==> src/rtl/adcsnap_capture_ctrl_if.sv <==
// BRAM write port of the ADC snapshot capture path.
interface adcsnap_capture_ctrl_if #(
    parameter int DATA_W = 64,
    parameter int ADDR_W = 10
);
    logic [ADDR_W-1:0] bram_addr;
    logic [DATA_W-1:0] bram_data;
    logic              bram_we;

    modport master (output bram_addr, output bram_data, output bram_we);
    modport slave  (input  bram_addr, input  bram_data, input  bram_we);
endinterface

==> src/rtl/adcsnap_capture_ctrl.sv <==
// Snapshot capture controller: arm on ctrl[0] edge, wait for trigger, write a
// 2^ADDR_W word burst into the snapshot BRAM, and report progress in status.
module adcsnap_capture_ctrl #(
    parameter int DATA_W = 64,
    parameter int ADDR_W = 10
) (
    input  logic                    user_clk,
    input  logic                    user_rst_n,
    input  logic [31:0]             ctrl,
    input  logic                    trig,
    input  logic [DATA_W-1:0]       din,
    input  logic                    din_vld,
    adcsnap_capture_ctrl_if.master  bram,
    output logic [31:0]             status
);
    typedef enum logic [1:0] {IDLE, ARMED, CAPTURE, DONE} state_t;

    localparam logic [ADDR_W:0] DEPTH = {1'b1, {ADDR_W{1'b0}}};

    state_t          state, state_nxt;
    logic [ADDR_W:0] cnt, cnt_nxt;
    logic            arm_d, arm_ok, arm_pulse, go, wr;
    logic [31:0]     status_nxt;
    logic            ctrl_unused;

    assign ctrl_unused = ^ctrl[31:2];

    // arm_ok blocks a ctrl[0] held high through reset from arming on release.
    assign arm_pulse = ctrl[0] & ~arm_d & arm_ok;
    assign go        = trig | ctrl[1];

    always_comb begin
        state_nxt = state;
        cnt_nxt   = cnt;
        wr        = 1'b0;
        case (state)
            IDLE: begin
                if (arm_pulse) begin
                    state_nxt = ARMED;
                    cnt_nxt   = '0;
                end
            end
            ARMED: begin
                if (arm_pulse) begin
                    cnt_nxt = '0;
                end else if (go) begin
                    state_nxt = CAPTURE;
                    if (din_vld) begin
                        wr      = 1'b1;
                        cnt_nxt = cnt + 1'b1;
                    end
                end
            end
            CAPTURE: begin
                if (arm_pulse) begin
                    state_nxt = ARMED;
                    cnt_nxt   = '0;
                end else if (din_vld) begin
                    wr      = 1'b1;
                    cnt_nxt = cnt + 1'b1;
                    if (cnt_nxt == DEPTH) state_nxt = DONE;
                end
            end
            DONE: begin
                if (arm_pulse) begin
                    state_nxt = ARMED;
                    cnt_nxt   = '0;
                end
            end
            default: state_nxt = IDLE;
        endcase
        // Status follows the registered state/count, so build it from next values.
        status_nxt = {state_nxt == DONE, state_nxt == ARMED, state_nxt == CAPTURE, 29'b0}
                   | 32'(cnt_nxt);
    end

    always_ff @(posedge user_clk or negedge user_rst_n) begin
        if (!user_rst_n) begin
            state          <= IDLE;
            cnt            <= '0;
            arm_d          <= 1'b0;
            arm_ok         <= 1'b0;
            status         <= '0;
            bram.bram_we   <= 1'b0;
            bram.bram_addr <= '0;
            bram.bram_data <= '0;
        end else begin
            state        <= state_nxt;
            cnt          <= cnt_nxt;
            arm_d        <= ctrl[0];
            if (!ctrl[0]) arm_ok <= 1'b1;
            status       <= status_nxt;
            bram.bram_we <= wr;
            if (wr) begin
                bram.bram_addr <= cnt[ADDR_W-1:0];
                bram.bram_data <= din;
            end
        end
    end
endmodule
==> src/flat_wrapper.sv <==
// flat-port wrapper written by rule: the top's interface ports become plain ports
module adcsnap_capture_ctrl_flat 
#(
    parameter int DATA_W = 64,
    parameter int ADDR_W = 10
)
  (user_clk, user_rst_n, ctrl, trig, din, din_vld, status, bram_bram_addr, bram_bram_data, bram_bram_we);
  adcsnap_capture_ctrl_if #(.DATA_W(DATA_W), .ADDR_W(ADDR_W)) bram_i ();
  input  logic user_clk;
  input  logic user_rst_n;
  input  logic [31:0] ctrl;
  input  logic trig;
  input  logic [DATA_W-1:0] din;
  input  logic din_vld;
  output logic [31:0] status;
  output wire logic [$bits(bram_i.bram_addr)-1:0] bram_bram_addr;
  output wire logic [$bits(bram_i.bram_data)-1:0] bram_bram_data;
  output wire logic [$bits(bram_i.bram_we)-1:0] bram_bram_we;
  assign bram_bram_addr = bram_i.bram_addr;
  assign bram_bram_data = bram_i.bram_data;
  assign bram_bram_we = bram_i.bram_we;
  adcsnap_capture_ctrl #(.DATA_W(DATA_W), .ADDR_W(ADDR_W)) u_core (.user_clk(user_clk), .user_rst_n(user_rst_n), .ctrl(ctrl), .trig(trig), .din(din), .din_vld(din_vld), .bram(bram_i), .status(status));
endmodule
==> config.mk <==
export PLATFORM = sky130hd
export DESIGN_NAME = adcsnap_capture_ctrl_flat
export DESIGN_NICKNAME = d
export VERILOG_FILES = /design/src/rtl/adcsnap_capture_ctrl_if.sv /design/src/rtl/adcsnap_capture_ctrl.sv /design/src/flat_wrapper.sv
export SDC_FILE = /design/constraint.sdc
export NUM_CORES = 1
export LEC_CHECK = 0
export BUFFER_PORTS_ARGS = -buffer_cell sky130_fd_sc_hd__buf_2
export CAP_MARGIN = 20
export CORE_UTILIZATION = 30
export DETAILED_ROUTE_END_ITERATION = 7
export PLACE_DENSITY = 0.54
export REMOVE_ABC_BUFFERS = 1
export SLEW_MARGIN = 40
export SYNTH_ARGS = -nofsm -noshare
export SYNTH_HDL_FRONTEND = slang
export SYNTH_SLANG_ARGS = --single-unit
==> constraint.sdc <==
create_clock -name user_clk -period 2.2 [get_ports user_clk]
set_clock_uncertainty 0.1 [all_clocks]
set_input_delay 0 -clock user_clk [delete_from_list [all_inputs] [get_ports user_clk]]
set_output_delay 0 -clock user_clk [all_outputs]
set_load 0.05 [all_outputs]
# Yosys cells after proc, flatten, opt, wreduce, memory -nomap -nowiden
# Index checks and enable logic that the tools add are counted.
op_classes:
  n_addsub: 1
  mul: 0
  n_div: 0
  magnitude_cmp: 0
  eq_ne: 7
  n_shift: 0
  muxes: 18
  n_bitwise: 5
  n_reduce_logical: 2
ops:
  columns: ["op", "count"]
  rows:
  - ["$mux W11", 5]
  - ["$pmux W11 S3", 1]
  - ["$or A32 B11 Y32", 1]
  - ["$mux W2", 6]
  - ["$add A11 B1 Y11 const B", 1]
  - ["$eq A11 B11 Y1 const B", 1]
  - ["$eq A2 B2 Y1 const B", 4]
  - ["$pmux W2 S3", 1]
  - ["$eq A2 B1 Y1 const B", 2]
  - ["$mux W1", 4]
  - ["$and A1 B1 Y1", 2]
  - ["$logic_not A2 Y1", 1]
  - ["$pmux W1 S2", 1]
  - ["$reduce_or A2 Y1", 1]
  - ["$not A1 Y1", 1]
  - ["$or A1 B1 Y1", 1]
word_totals:
  register_bits: 122
  latchBits: 0
  ram_bits: 0
  romBits: 0
  inputBits: 100
  memories: 0

# Depth between registers and ports, before layout
# Gate-level depths: netlist of the first run.
logic_depth:
  depth_word: 8
  mapped_depth: 8
  mapped_depth_nobuf: 7

# Least setup slack after synthesis of the first run
# Ideal clock, no wire load.
synth_path:
  path_kind: "register to register"
  from: "register u_core.cnt[1]"
  to: "register u_core.status[30]"
  setup_ps: 94
  t_arrival_ps: 2176
  required_ps: 2006
  path_slack_ps: -170
  stages_incl_launch_ff: 8
  n_path_buf: 1
  period_less_slack_ps: 2370
  cell_sequence: "dfrtp_1 > ha_1 > clkbuf_1 > nand3_1 > xnor2_1 > a22o_1 > a311o_1 > a211oi_1"
synth_between:
  elab_chain_cells: 8
synth_lines:
  columns: ["item", "line", "rtl"]
  rows:
  - ["start: declaration", "adcsnap_capture_ctrl.sv:21", "logic [ADDR_W:0] cnt, cnt_nxt;"]
  - ["start signal: assignment", "adcsnap_capture_ctrl.sv:89", "cnt <= cnt_nxt;"]
  - ["$add A11 B1 Y11", "adcsnap_capture_ctrl.sv:60", "cnt_nxt = cnt + 1'b1;"]
  - ["$eq A11 B11 Y1", "adcsnap_capture_ctrl.sv:61", "if (cnt_nxt == DEPTH) state_nxt = DONE;"]
  - ["$mux W2", "adcsnap_capture_ctrl.sv:61", null]
  - ["$mux W2", "adcsnap_capture_ctrl.sv:58", "end else if (din_vld) begin"]
  - ["$mux W2", "adcsnap_capture_ctrl.sv:55", "if (arm_pulse) begin"]
  - ["$pmux W2 S3", "adcsnap_capture_ctrl.sv:36", "case (state)"]
  - ["$eq A2 B1 Y1", "adcsnap_capture_ctrl.sv:73", "status_nxt = {state_nxt == DONE, state_nxt == ARMED, state_nxt == CAPTURE, 29'b0}"]
  - ["$or A32 B11 Y32", "adcsnap_capture_ctrl.sv:74", "| 32'(cnt_nxt);"]
  - ["net u_core.status_nxt[30]", "adcsnap_capture_ctrl.sv:23", "logic [31:0] status_nxt;"]
  - ["end signal: assignment", "adcsnap_capture_ctrl.sv:92", "status <= status_nxt;"]
  - ["end: declaration", "adcsnap_capture_ctrl.sv:14", "output logic [31:0] status"]
# The timed path passes the listed nets, and every way through them passes these cells.
# A chain may end at the register's enable or synchronous reset.

# Final worst setup path of the first run
layout_path:
  from: "register u_core.cnt[1]"
  to: "register u_core.status[29]"
layout_between:
  elab_chain_cells: 8
layout_lines:
  columns: ["item", "line"]
  rows:
  - ["$add A11 B1 Y11", "adcsnap_capture_ctrl.sv:60"]
  - ["$eq A11 B11 Y1", "adcsnap_capture_ctrl.sv:61"]
  - ["$mux W2", "adcsnap_capture_ctrl.sv:61"]
  - ["$mux W2", "adcsnap_capture_ctrl.sv:58"]
  - ["$mux W2", "adcsnap_capture_ctrl.sv:55"]
  - ["$pmux W2 S3", "adcsnap_capture_ctrl.sv:36"]
  - ["$eq A2 B2 Y1", "adcsnap_capture_ctrl.sv:73"]
  - ["$or A32 B11 Y32", "adcsnap_capture_ctrl.sv:74"]
  - ["net u_core.status_nxt[29]", "adcsnap_capture_ctrl.sv:23"]
# The timed path passes the listed nets, and every way through them passes these cells.

==> results.ini, run 1 <==
[outcome]
status = completed

[logic_synthesis]
synth-simple-area-share = 0.07157
async_flop_share = 1.000
ys_seq_area_frac = 0.5304
ys_types = 45
yosys-top-cells-count = 93 x dfrtp_1, 48 x mux2_1, 28 x mux2_2
synth_mux_area_frac = 0.1973
synthCells = 347
synthFlopType = dfrtp_1
yosysTopAreaCellShare = 0.5304
synth_area_per_cell_um2 = 12.65
synth_top_area_cell = dfrtp_1
synth-warning-count = 0
synth_edf_count = 0
synth.area.top_cells = dfrtp_1 53%, mux2_1 12%, mux2_2 7.2%, xnor2_1 3.4%, buf_4 3.3%
synth_seq_cells = 93
synth-xor-area-share = 0.03792
synth_top_family_by_area = multiplexers
yosysMostFrequentCell = dfrtp_1
netlist_area_mm2 = 0.004388
synth_compound_area_frac = 0.07756
synth_fa_ha_area_frac = 0.01141

[placed_design]
place_inst = 676
io_buffers = 158
post_dp_cell_area_mm2 = 0.005340
dp_hpwl_mm = 6.985
gp_congestion = 0.7894

[worst_setup_path]
rr_endpoint = u_core.status[29]
crit_arrival_ns = 2.20
crit_family = compound AO/OA/AOI/OAI gates
cpMaxStageDelayCell = dfrtp_2
reg2reg_slack_ns = 0.12
r2r_start = u_core.cnt[1]
crit_required_ns = 2.33
critical_path_peak_fanout = 6
reg2regPathDepth = 6
cp_num_buf_inv = 1
critPathKind = register to register
cp-end-kind = register
max_stage_delay_ns = 0.46
startpoint_type = register
path_cells = buf_4 > and4_1 > a211o_1 > a211oi_4 > a311oi_2 > o211a_1

[global_route]
antenna_found_initial = 0
grt-ovfl-total = 0
grt_pass1_vias = 3370
grtUsageTotal = 0.1406
grt_pass1_wl_mm = 16.24
grt_max_degree = 52

[detailed_routing]
drtPass1Iterations = 5
ant_nets = 0
wl_mm = 10.48
initialDrtViolationCount = 92
vias = 3460
wl_per_cell_um = 13.83
route.detailed.drc = 0
drt-vias-per-instance = 4.565

[floorplanning]
die_x_um = 122.9
coreArea_mm2 = 0.01410
die_area_mm2 = 0.01511
initial_core_util = 0.3113
fp.dieH_um = 122.9
row_count = 43
ioPinCount = 207

[finish]
drive_gt1_frac = 0.3979
final_area_mm2 = 0.006330
fin_cells = 758
syn2layout_area_growth_pct = 44.25
ff_latch_area_mm2 = 0.002330
final_nets = 677
diodes = 0
fill_cells = 1298
multi_input_area_mm2 = 0.001842

[cts]
cts_buffers = 9
post_cts_buffers = 0
cts_root_buf = clkbuf_16
cts_sinks = 93
cts_max_path_buffers = 2
cts_tree = yes
clk_pin_slew_ns = 0.06
clk_latency_ns = 0.34
cts.htree.levels = 3

[run]
cap_violations = 0

[min_path]
worstHoldPathType = input pin to asynchronous set/reset pin

[pwr]
power_density_mw_per_mm2 = 764.9
ir_worst_vdd_uv = 329.8
p_leak_nw = 3.357

[timing]
tightest_slew_ns = 0.5071
rsz0062_at_grt = false
max_freq_mhz = 481.8
finalMaxSlewViolations = 0
relSlewSlack = 0.6589
fin_crit_sh = 0.9434
hold_viol_final = 0
finalCriticalPeriod_ns = 2.075
finalSetupViolations = 0

## layout by cell type, fill, tap and decap left out, types with 2 or more instances in the layout
cell type / n
a211oi_1: 10
dfrtp_1: 91
conb_1: 18
clkinv_2: 2
a31oi_1: 3
buf_2: 157
mux2_1: 48
o21ai_0: 7
nand3_1: 10
xnor2_1: 17
xor2_1: 2
dlygate4sd3_1: 66
nor2_1: 12
clkbuf_16: 9
dfrtp_2: 2
nand2b_1: 3
buf_12: 2
inv_1: 5
nand4_1: 5
nand2_1: 7
ha_1: 3
and3_4: 2
buf_4: 17
nor3_1: 7
nor2b_1: 2
a221oi_1: 9
a21oi_1: 4
mux2_2: 28
and3_1: 2
o22ai_1: 2
## stage by stage
step | total power [mW] | setup slack (ns) | util | hold slack [ns] | setup TNS (ns)
global placement | 3.192 | 0.1597 | 0.3788 | -0.1561 | 0
floorplan | 2.838 | -2.824 | - | -0.3956 | -205.89
finish | 4.842 | 0.1246 | 0.4491 | 0.02775 | 0
detailed placement | 3.215 | 0.06797 | 0.3788 | -0.1417 | 0
CTS | 4.923 | 0.07062 | 0.4470 | 0.03367 | 0
global route | 5.097 | 0.01892 | 0.4491 | 0.04266 | 0
## logic make-up (layout without fill, tap and decap cells)
family	after synthesis	in the layout
xor gates and xnor gates	19	19
AOI/OAI and AO/OA	47	47
other	1	18
adders and majority gates	4	4
buffers and inverters	49	263
and+or+nand+nor	57	57
DFF	93	93
muxes	77	77
## per-layer routing
metal	wire [um]	GRT usage
met3	646	0.03229
met2	5206	0.2433
met5	0	0
met4	144	0.05945
met1	4487	0.1669
## power breakdown
part | leakage, nW | switching [mW] | internal [mW]
clock network | 0.150 | 0.649 | 0.914
registers | 1.27 | 0.114 | 1.85
logic | 1.94 | 0.878 | 0.432
## how the worst max path moves through the flow
| stage | slack [ns] | from | end | depth (start not counted) |
|---|---|---|---|---|
| detailed placement | 0.07 | u_core.state[0] | u_core.bram.bram_data[9] | 6 |
| floorplan | -2.82 | u_core.state[0] | u_core.bram.bram_addr[7] | 4 |
| CTS | 0.07 | u_core.state[0] | u_core.bram.bram_data[9] | 6 |
| global placement | 0.16 | u_core.cnt[0] | u_core.status[30] | 6 |
| finish | 0.12 | u_core.cnt[1] | u_core.status[29] | 6 |
| global route | 0.02 | u_core.cnt[1] | u_core.status[29] | 6 |
## flip-flops by register name, indices dropped and copies added (netlist names)
| register | count |
|---|---|
| u_core.bram.bram_data | 64 |
| u_core.bram.bram_addr | 10 |
| u_core.cnt | 10 |
| u_core.status | 4 |
| u_core.state | 2 |
| u_core.arm_d | 1 |
| u_core.arm_ok | 1 |
| u_core.bram.bram_we | 1 |
## cell type report
cell class,instances,area share
Clock buffer,11,0.03835
Clock inverter,5,0.009093
Inverter,5,0.002965
Multi-Input combinational cell,222,0.2910
Sequential cell,93,0.3681
Tap cell,180,0.03558
Timing Repair Buffer,242,0.2550
## repair_timing
action,CTS,global route
gates resized for setup,0,6
endpoints found under the hold margin,159,0
hold buffers,66,0
setup endpoints to repair,0,13
(Power assumes the default switching activity.)
==> inputs of run 2 (changes only) <==
--- a/config.mk
+++ b/config.mk
@@ -9,6 +9,7 @@
 export CAP_MARGIN = 20
 export CORE_UTILIZATION = 30
 export DETAILED_ROUTE_END_ITERATION = 7
+export GPL_TIMING_DRIVEN = 0
 export PLACE_DENSITY = 0.54
 export REMOVE_ABC_BUFFERS = 1
 export SLEW_MARGIN = 40
==> run 2 against run 1 <==
- critical path depth grew 1
- maximum frequency decreased by 2.1%
- sequential share of layout area barely moved
- critical endpoint is now u_core.bram.bram_data[32]
- highest routed layer unchanged
==> results.ini, run 2 (synthesis results as in run 1) <==
[outcome]
status = completed

[detailed_routing]
vias = 3434
drtPass1Iterations = 5
wl_mm = 10.57
ant_nets = 0
route.detailed.drc = 0
drt-vias-per-instance = 4.585
wl_per_cell_um = 14.11
initialDrtViolationCount = 175

[timing]
max_freq_mhz = 471.7
finalSetupViolations = 0
finalCriticalPeriod_ns = 2.120
tightest_slew_ns = 0.7172
finalMaxSlewViolations = 0
relSlewSlack = 0.5187
hold_viol_final = 0
rsz0062_at_grt = true
fin_crit_sh = 0.9637
layout_setup_ws_ns = 0.07996

[cts]
clk_pin_slew_ns = 0.07
cts_max_path_buffers = 2
cts_buffers = 9
clk_latency_ns = 0.35
cts_root_buf = clkbuf_16
cts_sinks = 93
cts.htree.levels = 3
cts_tree = yes

[global_route]
grt-ovfl-total = 0
busiest_layer = met2
grtUsageTotal = 0.1426
grt_pass1_vias = 3387
met1_usage = 0.1665
gr-usage-met3 = 0.03044
grt_util_met2 = 0.2447
grt_pass1_wl_mm = 16.33
grt_max_degree = 58
antenna_found_initial = 0

[floorplanning]
die_area_mm2 = 0.01511
initial_core_util = 0.3113
row_count = 43
coreArea_mm2 = 0.01410
die_x_um = 122.9
fp.dieH_um = 122.9
ioPinCount = 207

[run]
cap_violations = 0

[worst_setup_path]
reg2reg_slack_ns = 0.08
critical_path_peak_fanout = 17
crit_required_ns = 2.33
startpoint_type = register
reg2regPathDepth = 7
rr_endpoint = u_core.bram.bram_data[32]
crit_arrival_ns = 2.25
critPathKind = register to register
r2r_start = u_core.state[1]
cp-end-kind = register

[finish]
top_register = u_core.bram.bram_data
drive_gt1_frac = 0.4007
syn2layout_area_growth_pct = 44.37
diodes = 0
final_common_cell = buf_2
final_cell_mix = 157 x buf_2, 88 x dfrtp_1, 66 x dlygate4sd3_1
final_nets = 668
largestRegisters = u_core.bram.bram_data (64), u_core.bram.bram_addr (10), u_core.cnt (10)
final_core_util = 0.4494
fill_cells = 1283
largest_register_ff_count = 64
fin_cells = 749

[placed_design]
dp_slack_ns = -0.3171
gp_congestion = 0.8002
dp_hpwl_mm = 6.949
place_inst = 664
io_buffers = 158

[pwr]
power_density_mw_per_mm2 = 760.2
ir_worst_vdd_uv = 315.0
p_leak_nw = 3.316

[min_path]
worstHoldPathType = input pin to asynchronous set/reset pin

[run 2: changes by cell type in the layout (fill, tap and decap cells not counted), sizes merged]
cell	previous run	this run
buf	176	167
clkinv	3	2
clkbuf	11	9
clkinvlp	0	3
[run 2: report_power, final]
group	internal (mW)	total, mW	switching (mW)	leakage [nW]
Sequential	1.85	2.00	0.142	1.27
Combinational	0.409	1.25	0.845	1.91
Clock	0.884	1.57	0.681	0.138
[run 2: layer usage]
layer,vias up,wire length [um]
met5,-,0
met4,0,240
met3,17,626
met2,129,5195
met1,1653,4503
li1,1635,-
[run 2: timing repair]
item | CTS | global route
endpoints found under the setup margin | 78 | 47
resized for setup | 9 | 5
pin swaps | 0 | 2
setup buffers | 0 | 3
endpoints found under the hold margin | 159 | 0
hold buffers | 66 | 0
gates cloned | 0 | 0
[run 2: worst max-delay path by stage]
stage	to	from	slack [ns]	depth (start not counted)
3_5_place_dp	u_core.bram.bram_data[40]	u_core.state[0]	-0.32	7
5_1_grt	u_core.bram.bram_data[54]	u_core.state[1]	-0.001	7
6_report	u_core.bram.bram_data[32]	u_core.state[1]	0.08	7
2_1_floorplan	u_core.bram.bram_addr[7]	u_core.state[0]	-2.82	4
4_1_cts	u_core.bram.bram_data[10]	u_core.state[0]	0.02	7
3_3_place_gp	u_core.bram.bram_data[33]	u_core.state[0]	-4.77	4
[run 2: cell type report]
cell class / count / area [um2] / share of cell area
Clock inverter: 7 / 75.07 / 0.01185
Timing Repair Buffer: 233 / 1600 / 0.2526
Clock buffer: 9 / 225.2 / 0.03555
Multi-Input combinational cell: 222 / 1857 / 0.2931
Sequential cell: 93 / 2333 / 0.3684
Inverter: 5 / 18.77 / 0.002963
Tap cell: 180 / 225.2 / 0.03555
[run 2: worst max-delay path, stage by stage (launching register included)]
cell,delay [ns]
dfrtp_2,0.46
inv_1,0.11
ha_1,0.18
nor2b_1,0.15
o21ai_4,0.24
buf_12,0.20
buf_8,0.18
mux2_2,0.36
[run 2: metrics by stage]
| step | power [mW] | instance area, um2 | setup TNS [ns] | hold WS [ns] |
|---|---|---|---|---|
| 5_1_grt | 5.057 | 6335 | -0.001119 | 0.06120 |
| 3_3_place_gp | 3.147 | 5166 | -345.78 | 0.05066 |
| 2_1_floorplan | 2.838 | 4150 | -205.89 | -0.3956 |
| 6_report | 4.816 | 6335 | 0 | 0.04273 |
| 3_5_place_dp | 3.179 | 5299 | -17.02 | -0.1972 |
| 4_1_cts | 4.886 | 6294 | 0 | 0.02402 |
==> inputs of run 3 (changes only) <==
--- a/config.mk
+++ b/config.mk
@@ -12,6 +12,7 @@
 export GPL_TIMING_DRIVEN = 0
 export PLACE_DENSITY = 0.54
 export REMOVE_ABC_BUFFERS = 1
+export SKIP_LAST_GASP = 1
 export SLEW_MARGIN = 40
 export SYNTH_ARGS = -nofsm -noshare
 export SYNTH_HDL_FRONTEND = slang
==> constraint.sdc (replaced) <==
create_clock -name user_clk -period 2.2 [get_ports user_clk]
set_clock_uncertainty 0.1 [all_clocks]
set_input_delay 0.66 -clock user_clk [delete_from_list [all_inputs] [get_ports user_clk]]
set_output_delay 0.66 -clock user_clk [all_outputs]
set_load 0.05 [all_outputs]
==> run 3 against run 2 <==
- utilization decreased by 4.8 points
- highest routed layer unchanged
- first-iteration DRC count decreased by 21%
- critical path depth unchanged
- global-route usage decreased by 1.3 points
==> results.ini, run 3 (synthesis results as in run 1) <==
[finish]
drive_gt1_frac = 0.4542
final_nets = 601
fill_cells = 1368
final_cell_mix = 157 x buf_2, 88 x dfrtp_1, 48 x mux2_1
syn2layout_area_growth_pct = 28.89
largest_register_ff_count = 64
largestRegisters = u_core.bram.bram_data (64), u_core.bram.bram_addr (10), u_core.cnt (10)
final_core_util = 0.4012
diodes = 0
top_register = u_core.bram.bram_data
final_common_cell = buf_2
fin_cells = 682
final_area_mm2 = 0.005655

[run]
cap_violations = 0

[cts]
cts_tree = yes
cts_sinks = 93
clk_pin_slew_ns = 0.07
clk_latency_ns = 0.34
cts_root_buf = clkbuf_16
cts_buffers = 9
ctsHoldBuffers = 0
cts.htree.levels = 3
cts_max_path_buffers = 2

[detailed_routing]
initialDrtViolationCount = 139
wl_per_cell_um = 14.04
drtPass1Iterations = 4
ant_nets = 0
vias = 3146
route.detailed.drc = 0
drt-vias-per-instance = 4.613
wl_mm = 9.573

[timing]
finalCriticalPeriod_ns = 2.126
rsz0062_at_grt = true
max_freq_mhz = 470.3
hold_ws_ns = 0.08559
finalMaxSlewViolations = 0
relSlewSlack = 0.5156
tightest_slew_ns = 0.7217
fin_crit_sh = 0.9665
hold_viol_final = 0
finalSetupViolations = 0

[floorplanning]
initial_core_util = 0.3113
row_count = 43
coreArea_mm2 = 0.01410
ioPinCount = 207
die_x_um = 122.9
die_area_mm2 = 0.01511
fp.dieH_um = 122.9

[worst_setup_path]
crit_arrival_ns = 2.25
max_stage_delay_ns = 0.45
cp-end-kind = register
crit_required_ns = 2.32
path_cells = inv_2 > ha_4 > nor3b_2 > o21ai_4 > buf_8 > buf_16 > mux2_1
critPathKind = register to register
crit_family = flip-flops
cpMaxStageDelayCell = dfrtp_2
startpoint_type = register
cp_num_buf_inv = 3
critical_path_peak_fanout = 15

[pwr]
power_density_mw_per_mm2 = 832.4
ir_worst_vdd_uv = 314.8
internal_power_mw = 3.069
finalPower_mw = 4.707
pwr-share-clk = 0.331
p_seq_frac = 0.424
p_sw_frac = 0.3481
comb_power_share = 0.245
p_leak_nw = 3.032
power.switching_mw = 1.638

[global_route]
grt-ovfl-total = 0
grtUsageTotal = 0.1295
grt_pass1_vias = 2990
antenna_found_initial = 0
grt_max_degree = 58
grt_pass1_wl_mm = 14.84

[placed_design]
gp_congestion = 0.8002
dp_hpwl_mm = 6.949
io_buffers = 158
post_dp_cell_area_mm2 = 0.005299
place_inst = 664

[min_path]
worstHoldPathType = input pin to asynchronous set/reset pin

[outcome]
status = completed

run 3: cell type report:
type | count | area (um2) | share of cell area
clock buffers | 9 | 225.2 | 0.03982
clock inverters | 7 | 75.07 | 0.01327
inverters | 5 | 18.77 | 0.003319
multi-input cells | 222 | 1851 | 0.3272
flip-flops and latches | 93 | 2333 | 0.4126
well taps | 180 | 225.2 | 0.03982
repair buffers | 166 | 927.1 | 0.1639
run 3: path summary, 6_finish.rpt:
path                       slack (ns)  depth (start not counted)                 startpoint                   endpoint
max in group asynchronous        1.35                          2                 user_rst_n   u_core.bram.bram_data[9]
max reg2reg                      0.07                          7            u_core.state[0]  u_core.bram.bram_data[22]
min in group user_clk            0.36                          1                    ctrl[0]               u_core.arm_d
min reg2reg                      0.38                          1  u_core.bram.bram_data[15]  u_core.bram.bram_data[15]
min                              0.09                          1                 user_rst_n  u_core.bram.bram_data[10]
max                              0.07                          7            u_core.state[0]  u_core.bram.bram_data[22]
run 3: stage by stage:
stage | TNS [ns] | setup WS, ns
after floorplan | -205.89 | -2.824
after global placement | -399.71 | -4.767
after detailed placement | -30.83 | -0.5147
after CTS | -2.309 | -0.07108
after global routing | -0.009215 | -0.005416
final | 0 | 0.07370
run 3: repair_timing:
item,CTS,global route
setup endpoints to repair,78,57
gates resized for setup,6,7
endpoints found under the hold margin,0,0
pin swaps,0,1
buffers inserted,0,2
run 3: worst register-to-register path, delay by kind of cell (launching register included):
| family | cells | cell delay (ns) |
|---|---|---|
| compound gates | 1 | 0.12 |
| fa+ha+maj | 1 | 0.32 |
| buf+inv | 3 | 0.43 |
| flops | 1 | 0.45 |
| mux | 1 | 0.33 |
| simple gates | 1 | 0.26 |
run 3: power groups by stage:
stage	Sequential (mW)	Clock [mW]	Combinational (mW)
4_1_cts	1.99	1.64	1.16
2_1_floorplan	2.51	0	0.333
3_5_place_dp	2.03	0	1.15
6_report	1.99	1.56	1.15
3_3_place_gp	2.02	0	1.13
5_1_grt	2.02	1.70	1.23
run 3: routing by layer:
layer,vias to the layer above,routed length (um),share of wire,global-route usage
met5,-,0,0,0
met4,0,197,0.021,0.07088
met3,12,594,0.062,0.03229
met2,113,4517,0.47,0.2079
met1,1514,4264,0.45,0.1593
li1,1507,-,-,-
